**config.mk**
```make
export PLATFORM = sky130hd
export DESIGN_NAME = pc_fetch_unit_flat
export DESIGN_NICKNAME = d
export VERILOG_FILES = /design/src/rtl/pc_fetch_unit_pkg.sv /design/src/rtl/pc_fetch_unit_if.sv /design/src/rtl/pc_fetch_unit_flush_counter.sv /design/src/rtl/pc_fetch_unit.sv /design/src/flat_wrapper.sv
export SDC_FILE = /design/constraint.sdc
export NUM_CORES = 1
export LEC_CHECK = 0
export ABC_AREA = 1
export ABC_CLOCK_PERIOD_IN_PS = 1800
export CELL_PAD_IN_SITES_DETAIL_PLACEMENT = 1
export CELL_PAD_IN_SITES_GLOBAL_PLACEMENT = 1
export CORE_ASPECT_RATIO = 0.75
export CORE_MARGIN = 2
export CORE_UTILIZATION = 26
export CTS_CLUSTER_SIZE = 20
export DETAILED_ROUTE_END_ITERATION = 12
export MAX_ROUTING_LAYER = met4
export PLACE_DENSITY = 0.81
export SLEW_MARGIN = 20
export SYNTH_ARGS = -nofsm -noshare
export SYNTH_HDL_FRONTEND = slang
export SYNTH_SLANG_ARGS = --single-unit
```
**constraint.sdc**
```tcl
create_clock -name clk -period 1.8 [get_ports clk]
set_input_delay 0.36 -clock clk [delete_from_list [all_inputs] [get_ports clk]]
set_output_delay 0.36 -clock clk [all_outputs]
set_load 0.01 [all_outputs]
```
**src/rtl/pc_fetch_unit_pkg.sv**
```systemverilog
// Shared processor definitions for the PC/fetch-control stage: PC source
// encodings, vector addresses, FSM state and vector-select enums.
package pc_fetch_unit_pkg;

  localparam int PC_W_DEF = 8;

  localparam logic [1:0] PC_SRC_NORM  = 2'b00;
  localparam logic [1:0] PC_SRC_FW    = 2'b01;
  localparam logic [1:0] PC_SRC_DATAB = 2'b10;

  localparam logic [7:0] RST_VEC_ADDR_DEF = 8'h00;
  localparam logic [7:0] INT_VEC_ADDR_DEF = 8'h01;

  typedef enum logic [1:0] {
    ST_BOOT   = 2'd0,
    ST_VEC_RD = 2'd1,
    ST_RUN    = 2'd2,
    ST_FLUSH  = 2'd3
  } fetch_state_t;

  typedef enum logic {
    VEC_RST = 1'b0,
    VEC_INT = 1'b1
  } vec_sel_t;

  // Encoding 11 is deliberately not a redirect; it falls through to NORM.
  function automatic logic is_redirect(input logic b_take, input logic [1:0] pc_src);
    return b_take && ((pc_src == PC_SRC_FW) || (pc_src == PC_SRC_DATAB));
  endfunction

endpackage

```
**src/rtl/pc_fetch_unit_if.sv**
```systemverilog
// Branch-unit decision, hazard/interrupt inputs, instruction-memory port and
// PC/flush outputs of the fetch-control stage, bundled as one interface.
interface pc_fetch_unit_if
  import pc_fetch_unit_pkg::*;
#(
  parameter int PC_W = PC_W_DEF
);
  logic [1:0]      PC_SRC;
  logic            B_TAKE;
  logic [PC_W-1:0] fw_target;
  logic [PC_W-1:0] data_b;
  logic [PC_W-1:0] imem_rdata;
  logic            stall;
  logic            int_req;
  logic [PC_W-1:0] imem_addr;
  logic [PC_W-1:0] pc;
  logic [PC_W-1:0] pc_plus1;
  logic [PC_W-1:0] epc;
  logic            flush;
  logic            int_ack;
  logic            fetch_valid;

  modport master (
    output PC_SRC, B_TAKE, fw_target, data_b, imem_rdata, stall, int_req,
    input  imem_addr, pc, pc_plus1, epc, flush, int_ack, fetch_valid
  );

  modport slave (
    input  PC_SRC, B_TAKE, fw_target, data_b, imem_rdata, stall, int_req,
    output imem_addr, pc, pc_plus1, epc, flush, int_ack, fetch_valid
  );
endinterface

```
**src/rtl/pc_fetch_unit_flush_counter.sv**
```systemverilog
// Loadable down-counter with zero flag; times the extra flush cycles after a
// redirect. Load has priority over decrement; no backpressure.
module pc_fetch_unit_flush_counter #(
  parameter int W = 2
) (
  input  logic         clk,
  input  logic         rst_n,
  input  logic         load,
  input  logic [W-1:0] load_val,
  input  logic         dec,
  output logic         zero
);

  logic [W-1:0] cnt;

  always_ff @(posedge clk or negedge rst_n) begin
    if (!rst_n) begin
      cnt <= '0;
    end else if (load) begin
      cnt <= load_val;
    end else if (dec && (cnt != '0)) begin
      cnt <= cnt - W'(1);
    end
  end

  assign zero = (cnt == '0);

endmodule

```
**src/rtl/pc_fetch_unit.sv**
```systemverilog
// PC register and fetch-control FSM: vector loads, redirects with flush, stalls.
// pc/epc registered (target visible one edge after B_TAKE); flush/ack/addr decoded combinationally.
module pc_fetch_unit
  import pc_fetch_unit_pkg::*;
#(
  parameter int              PC_W         = PC_W_DEF,
  parameter logic [PC_W-1:0] RST_VEC_ADDR = PC_W'(RST_VEC_ADDR_DEF),
  parameter logic [PC_W-1:0] INT_VEC_ADDR = PC_W'(INT_VEC_ADDR_DEF),
  parameter int              FLUSH_CYCLES = 2
) (
  input logic            clk,
  input logic            rst_n,
  pc_fetch_unit_if.slave bus
);

  localparam int         CNT_W       = 2;
  localparam int         FLUSH_EXTRA = (FLUSH_CYCLES > 1) ? (FLUSH_CYCLES - 2) : 0;
  localparam logic [CNT_W-1:0] FLUSH_LOAD = CNT_W'(FLUSH_EXTRA);

  fetch_state_t    state, state_nxt;
  vec_sel_t        vec_sel, vec_sel_nxt;
  logic [PC_W-1:0] pc, pc_nxt;
  logic [PC_W-1:0] epc, epc_nxt;
  logic            cnt_load, cnt_dec, cnt_zero;
  logic            redirect;

  pc_fetch_unit_flush_counter #(.W(CNT_W)) u_flush_counter (
    .clk      (clk),
    .rst_n    (rst_n),
    .load     (cnt_load),
    .load_val (FLUSH_LOAD),
    .dec      (cnt_dec),
    .zero     (cnt_zero)
  );

  assign redirect = is_redirect(bus.B_TAKE, bus.PC_SRC);

  always_ff @(posedge clk or negedge rst_n) begin
    if (!rst_n) begin
      state   <= ST_BOOT;
      vec_sel <= VEC_RST;
      pc      <= '0;
      epc     <= '0;
    end else begin
      state   <= state_nxt;
      vec_sel <= vec_sel_nxt;
      pc      <= pc_nxt;
      epc     <= epc_nxt;
    end
  end

  always_comb begin
    state_nxt       = state;
    vec_sel_nxt     = vec_sel;
    pc_nxt          = pc;
    epc_nxt         = epc;
    cnt_load        = 1'b0;
    cnt_dec         = 1'b0;
    bus.imem_addr   = pc;
    bus.flush       = 1'b0;
    bus.int_ack     = 1'b0;
    bus.fetch_valid = 1'b0;

    unique case (state)
      ST_BOOT: begin
        bus.imem_addr = RST_VEC_ADDR;
        bus.flush     = 1'b1;
        vec_sel_nxt   = VEC_RST;
        state_nxt     = ST_VEC_RD;
      end
      // Address is held so a synchronous-read memory still returns the vector.
      ST_VEC_RD: begin
        bus.imem_addr = (vec_sel == VEC_RST) ? RST_VEC_ADDR : INT_VEC_ADDR;
        bus.flush     = 1'b1;
        pc_nxt        = bus.imem_rdata;
        state_nxt     = ST_RUN;
      end
      ST_RUN: begin
        if (redirect) begin
          pc_nxt    = (bus.PC_SRC == PC_SRC_FW) ? bus.fw_target : bus.data_b;
          bus.flush = 1'b1;
          if (FLUSH_CYCLES > 1) begin
            cnt_load  = 1'b1;
            state_nxt = ST_FLUSH;
          end
        end else if (bus.int_req) begin
          epc_nxt       = pc;
          bus.int_ack   = 1'b1;
          bus.imem_addr = INT_VEC_ADDR;
          bus.flush     = 1'b1;
          vec_sel_nxt   = VEC_INT;
          state_nxt     = ST_VEC_RD;
        end else begin
          bus.fetch_valid = 1'b1;
          if (!bus.stall) begin
            pc_nxt = pc + PC_W'(1);
          end
        end
      end
      ST_FLUSH: begin
        bus.flush = 1'b1;
        if (cnt_zero) begin
          state_nxt = ST_RUN;
        end else begin
          cnt_dec = 1'b1;
        end
      end
      default: state_nxt = ST_BOOT;
    endcase
  end

  assign bus.pc       = pc;
  assign bus.epc      = epc;
  assign bus.pc_plus1 = pc + PC_W'(1);

endmodule
```
**src/flat_wrapper.sv**
```systemverilog
// flat-port wrapper written by rule: the top's interface ports become plain ports
module pc_fetch_unit_flat import pc_fetch_unit_pkg::*;
#(
  parameter int              PC_W         = PC_W_DEF,
  parameter logic [PC_W-1:0] RST_VEC_ADDR = PC_W'(RST_VEC_ADDR_DEF),
  parameter logic [PC_W-1:0] INT_VEC_ADDR = PC_W'(INT_VEC_ADDR_DEF),
  parameter int              FLUSH_CYCLES = 2
)
  (clk, rst_n, bus_PC_SRC, bus_B_TAKE, bus_fw_target, bus_data_b, bus_imem_rdata, bus_stall, bus_int_req, bus_imem_addr, bus_pc, bus_pc_plus1, bus_epc, bus_flush, bus_int_ack, bus_fetch_valid);
  pc_fetch_unit_if #(.PC_W(PC_W)) bus_i ();
  input logic clk;
  input logic rst_n;
  input wire logic [$bits(bus_i.PC_SRC)-1:0] bus_PC_SRC;
  input wire logic [$bits(bus_i.B_TAKE)-1:0] bus_B_TAKE;
  input wire logic [$bits(bus_i.fw_target)-1:0] bus_fw_target;
  input wire logic [$bits(bus_i.data_b)-1:0] bus_data_b;
  input wire logic [$bits(bus_i.imem_rdata)-1:0] bus_imem_rdata;
  input wire logic [$bits(bus_i.stall)-1:0] bus_stall;
  input wire logic [$bits(bus_i.int_req)-1:0] bus_int_req;
  output wire logic [$bits(bus_i.imem_addr)-1:0] bus_imem_addr;
  output wire logic [$bits(bus_i.pc)-1:0] bus_pc;
  output wire logic [$bits(bus_i.pc_plus1)-1:0] bus_pc_plus1;
  output wire logic [$bits(bus_i.epc)-1:0] bus_epc;
  output wire logic [$bits(bus_i.flush)-1:0] bus_flush;
  output wire logic [$bits(bus_i.int_ack)-1:0] bus_int_ack;
  output wire logic [$bits(bus_i.fetch_valid)-1:0] bus_fetch_valid;
  assign bus_i.PC_SRC = bus_PC_SRC;
  assign bus_i.B_TAKE = bus_B_TAKE;
  assign bus_i.fw_target = bus_fw_target;
  assign bus_i.data_b = bus_data_b;
  assign bus_i.imem_rdata = bus_imem_rdata;
  assign bus_i.stall = bus_stall;
  assign bus_i.int_req = bus_int_req;
  assign bus_imem_addr = bus_i.imem_addr;
  assign bus_pc = bus_i.pc;
  assign bus_pc_plus1 = bus_i.pc_plus1;
  assign bus_epc = bus_i.epc;
  assign bus_flush = bus_i.flush;
  assign bus_int_ack = bus_i.int_ack;
  assign bus_fetch_valid = bus_i.fetch_valid;
  pc_fetch_unit #(.PC_W(PC_W), .RST_VEC_ADDR(RST_VEC_ADDR), .INT_VEC_ADDR(INT_VEC_ADDR), .FLUSH_CYCLES(FLUSH_CYCLES)) u_core (.clk(clk), .rst_n(rst_n), .bus(bus_i));
endmodule
```
# == Word level (Yosys, flattened, before mapping) ==
# Index checks and enable logic that the tools add are counted.
# word_totals
reg_bits,21
wordCells,63
# op_classes
n_addsub,2
eq_ne,11
muxes,30
n_bitwise,1
n_reduce_logical,14
# op_table
cell,n
2-to-1 mux 8 bit,6
case mux 8 bit (3 select lines),1
case mux 8 bit (2 select lines),1
2-to-1 mux 1 bit,14
2-to-1 mux 2 bit,5
"!= test 3 x 2 -> 1 bit, second input constant",3
AND reduction 3 bit,3
"adder 8 x 1 -> 8 bit, second input constant",1
case mux 2 bit (4 select lines),1
nonzero test 2 bit,4
"equality test 2 bit, second input constant",3
"equality test 2 x 1 -> 1 bit, second input constant",2
logical NOT 2 bit,2
"!= test 2 bit, second input constant",2
case mux 1 bit (2 select lines),2
OR reduction 3 bit,1
logical AND 1 bit,2
"!= test 2 x 1 -> 1 bit, second input constant",1
AND reduction 2 bit,1
"subtractor 2 x 1 -> 2 bit, second input constant",1
logical OR 1 bit,1
NOT 1 bit,1

# == Depth between registers and ports, before layout ==
# depth
word_depth,6
mapped_depth,11
ltp_nobuf,10

# == By module ==
# Synthesis repeated with hierarchy kept, for this count alone.
# hier_totals
cells_unflattened,207
hier_area_um2,1421.4
# modules_own_cells
mod,instances,cells_each,area_per_inst_um2,seq_area_each_um2
pc_fetch_unit,1,188,1293.7,475.5
pc_fetch_unit_flush_counter,1,19,127.6,50.0

# == Worst setup path after synthesis ==
# Ideal clock, no wire load.
# synth_timing
path_type,flip-flop to output port
start,register u_core.state[0]
end,output port bus_imem_addr[1]
arrival_ns,1.403
t_required_ns,1.440
path_slack_ns,0.037
stages_incl_launch_ff,8
path_buffers,1
path_cell_list,dfrtp_1 -> inv_1 -> ha_1 -> inv_2 -> buf_6 -> nor2_4 -> nor3_4 -> nor2_1
# synth_between
elab_chain_len,2
word_cells_on_any_way,4
classes_between,2 x eq/ne; 1 x mux; 1 x reduce/logical
# synth_rtl
element,line,text
"start, declared",pc_fetch_unit.sv:20,"fetch_state_t state, state_nxt;"
"start signal, assigned",pc_fetch_unit.sv:45,state <= state_nxt;
"equality test 2 bit, or another cell as far along",pc_fetch_unit.sv:64,unique case (state)
case mux 8 bit (3 select lines) *,pc_fetch_unit.sv:64,
"end, declared",flat_wrapper.sv:20,output wire logic [$bits(bus_i.imem_addr)-1:0] bus_imem_addr;
# Every way passes the cells marked *; elsewhere a longest branch is shown, timed or not.

# == Worst setup path after layout ==
# layout_timing
start,input port bus_PC_SRC[1]
end,output port bus_imem_addr[6]
# layout_between
elab_chain_len,5
word_cells_on_any_way,6
classes_between,2 x eq/ne; 2 x mux; 2 x reduce/logical
# layout_rtl
element,line,text
"start, declared",flat_wrapper.sv:13,input wire logic [$bits(bus_i.PC_SRC)-1:0] bus_PC_SRC;
equality test 2 x 1 -> 1 bit or equality test 2 bit (tied branches),pc_fetch_unit_pkg.sv:28,return b_take && ((pc_src == PC_SRC_FW) || (pc_src == PC_SRC_DATAB));
logical OR 1 bit *,pc_fetch_unit_pkg.sv:28,
logical AND 1 bit *,pc_fetch_unit_pkg.sv:28,
2-to-1 mux 8 bit *,pc_fetch_unit.sv:79,if (redirect) begin
case mux 8 bit (3 select lines) *,pc_fetch_unit.sv:64,
# Marks and branches as above.

==> results.rst <==
.. list-table::
   :header-rows: 1

   * - Metric
     - Value
   * - Number of DRC markers after the initial detailed-route iteration
     - 112
   * - Largest cells by area after synthesis
     - dfrtp_1 35%, nand2_1 18%, ha_1 7.4%
   * - Max-cap check violation count
     - 0
   * - Run status
     - complete, but fails checks
   * - Total clock buffers created by CTS
     - 3
   * - Endpoints failing setup
     - 9
   * - Destination of the worst register-to-register timing path
     - u_core.bus.pc[4]$_DFFE_PN0P_
   * - Critical path origin
     - bus_PC_SRC[1]
   * - Arrival time of data at the critical path endpoint
     - 1620 ps
   * - Final Max Slew Viols
     - 0
   * - Power per Cell Area
     - 1700 nW/um^2
   * - Cell count after placement
     - 392
   * - Total global routing overflow
     - 0
   * - Maximum level of the CTS H-tree
     - 1
   * - Multi-input gate area in the final layout
     - 1000 sq um
   * - Clock insertion delay at the later pin of the skew report
     - 260 ps
   * - Worst r2r src
     - u_core.state[1]$_DFFE_PN0P_
   * - Synth area leader
     - dfrtp_1
   * - TritonCTS Sinks
     - 21
   * - Final critical delay including setup and external delays
     - 1980 ps
   * - RD Place Congestion
     - 0.881
   * - Area growth, synth to finish
     - 84.0%
   * - Overall die width
     - 92.2 um
   * - WHS
     - 490 ps
   * - FILL cells
     - 708
   * - Clock transition at the register clock pins on the worst setup and hold paths after CTS
     - 80 ps
   * - Number of antenna violations at the first check in global routing
     - 0
   * - Failing checks
     - setup timing
   * - Post-synth top area share
     - 34.7%
   * - Worst rel slew slack
     - 73.8%
   * - Root buf cell
     - clkbuf_8
   * - Starting density of the core
     - 26.4%
   * - Mapped cell area
     - 1520 sq um
   * - Cell area after layout
     - 2790 sq um
   * - Count of input and output buffers
     - 65
   * - Seq. cell area
     - 531 sq um
   * - Setup crit end kind
     - output port
   * - Count of boundary I/O pins
     - 66
   * - Sum of routed wire length over all layers
     - 6810 um
   * - Max Clock Freq
     - 505 MHz
   * - Final core utilization
     - 48.6%
   * - Largest fanout of any net on the critical path
     - 7
   * - Average cell area after synthesis
     - 6.96 sq um
   * - Internal reg-to-reg setup slack
     - 100 ps
   * - Synthesis warning total
     - 0
   * - Post-synth top cells
     - 72 x nand2_1, 25 x nor2_1, 23 x inv_1
   * - Number of enable flip-flop cells after synthesis
     - 0
   * - Post-route fraction of the period consumed by the critical path
     - 110%
   * - Number of hold violations in the final report
     - 0
   * - DIE HEIGHT
     - 70.1 um
   * - Startpoint Class
     - input pin
   * - Crit path setup slack, layout
     - -182 ps
   * - Post-detailed-placement half-perimeter wirelength
     - 4460 um
   * - Crit path to
     - bus_imem_addr[6]
   * - Most frequent cell after synthesis
     - nand2_1
   * - CTS tree
     - built
   * - Post-placement cell area
     - 2510 sq um
   * - Prevailing post-synth register cell
     - dfrtp_1
   * - CTS Buffer Depth
     - 2
   * - Core ar.
     - 5740 sq um
   * - Average via count per standard cell
     - 4.73
   * - Number of cells on the worst reg-to-reg path
     - 9
   * - Post-layout nets
     - 375
   * - Post-route ant nets
     - 0
   * - Share of synthesized area occupied by flip-flops and latches
     - 34.7%
   * - DR vias
     - 1950
   * - First-pass iteration count of the detailed router
     - 4
   * - Number of hold-repair buffers added at the cts stage
     - 0
   * - Setup repair after global routing missed its margin
     - yes
   * - Tot Pwr
     - 4.74 mW
   * - Maximum clock skew at final layout
     - 6.94 ps
   * - Num rows
     - 24
   * - Global router's overall resource usage
     - 19.4%
   * - Fraction of synthesis flops using an asynchronous set or reset pin
     - 100%
   * - IR drop worst, VDD
     - 398 uV
   * - Count of different cell masters after synthesis
     - 21
   * - Required time at the worst-slack endpoint
     - 1440 ps
   * - Cells after synthesis
     - 218
   * - Worst hold path type
     - in2async
   * - Antenna diodes
     - 0
   * - Synth Register Bits
     - 21
   * - Start-to-end type of the worst setup path
     - in2out
   * - Mean routed wirelength per cell
     - 16.5 um
   * - Overall die area
     - 6470 sq um
   * - Vias in the first global route
     - 1936
   * - Number of DRC violations after detailed routing
     - 0
   * - Fraction of final layout cells with drive strength greater than 1
     - 34.7%
   * - Worst Tran Pin Value
     - 391 ps
   * - Net Count, Synth
     - 258
   * - Largest net degree at the start of global routing
     - 22
   * - Final Non-Filler Cells
     - 412
   * - Wire length of the first global-routing pass
     - 9600 um
   * - Pleak
     - 1.38 nW
==> cells in the final DEF (no fill, tap or decap), drive strengths merged, types with 7 or more instances in the layout <==
cell type,Yosys,final
nand2,74,74
clkdlybuf4s50,0,41
a21oi,9,9
buf,4,65
nor2,30,30
clkbuf,0,7
nand3,15,15
inv,28,28
dfrtp,21,21
ha,9,9
o21ai,18,18
==> worst min-delay path by stage <==
stage	startpoint	endpoint	slack, ps	cells past startpoint
2_1_floorplan	rst_n	u_core.bus.epc[0]$_DFFE_PN0P_	60	0
3_3_place_gp	u_core.bus.epc[2]$_DFFE_PN0P_	u_core.bus.epc[2]$_DFFE_PN0P_	470	2
3_5_place_dp	u_core.bus.epc[4]$_DFFE_PN0P_	u_core.bus.epc[4]$_DFFE_PN0P_	480	2
4_1_cts	rst_n	u_core.vec_sel$_DFFE_PN0P_	470	2
5_1_grt	rst_n	u_core.vec_sel$_DFFE_PN0P_	520	2
6_report	rst_n	u_core.vec_sel$_DFFE_PN0P_	490	2
==> routing by layer <==
layer,track usage (%),wire (um)
met1,23.9,2680
met2,33.8,3520
met3,1.94,388
met4,5.64,221
met5,-,0
==> cells by family (layout without fill, tap and decap cells) <==
family / Yosys count / count (layout) / synth area share (%)
and+or+nand+nor: 127 / 127 / 38.1
buffers and inverters: 32 / 148 / 9.49
AOI/OAI and AO/OA: 27 / 27 / 9.16
DFF: 21 / 21 / 34.7
adders and majority gates: 9 / 9 / 7.43
xor gates and xnor gates: 2 / 2 / 1.16
==> what timing repair did <==
item	CTS	global route
pin swaps	12	14
resized for setup	96	31
endpoints found under the setup margin	34	18
setup buffers	10	6
==> power by group <==
part	leakage, nW	switching (mW)	internal, mW
Clock	0.0228	0.157	0.158
Combinational	1.11	1.79	1.70
Sequential	0.251	0.217	0.715
==> critical path, cell delays in order <==
cell and delay [ps]:
clkdlybuf4s15_1 170, inv_2 40, ha_4 280, inv_4 40, nand2_4 80, nor2_8 50, nor3_4 230, buf_12 160
nor2_1 50, buf_2 150
==> registers in the layout, indices dropped and copies added (netlist names) <==
register,flops
u_core.bus.epc,8
u_core.bus.pc,8
u_core.state,2
u_core.u_flush_counter.cnt,2
u_core.vec_sel,1
==> stage by stage <==
stage	worst slack, ps	TNS, ps
final	-182	-1170
after global routing	-241	-1850
after CTS	-131	-798
after detailed placement	-839	-14460
after global placement	-758	-12640
after floorplan	37.1	0
==> cell type report <==
cell class                 count  area share (%)
multi-input combinational    165            36.0
timing repair buffer         116            35.8
sequential                    21            19.0
inverter                      28            4.13
tap                           78            3.50
clock buffer                   4            1.61
Note: power is estimated with default switching activity, not from simulation.
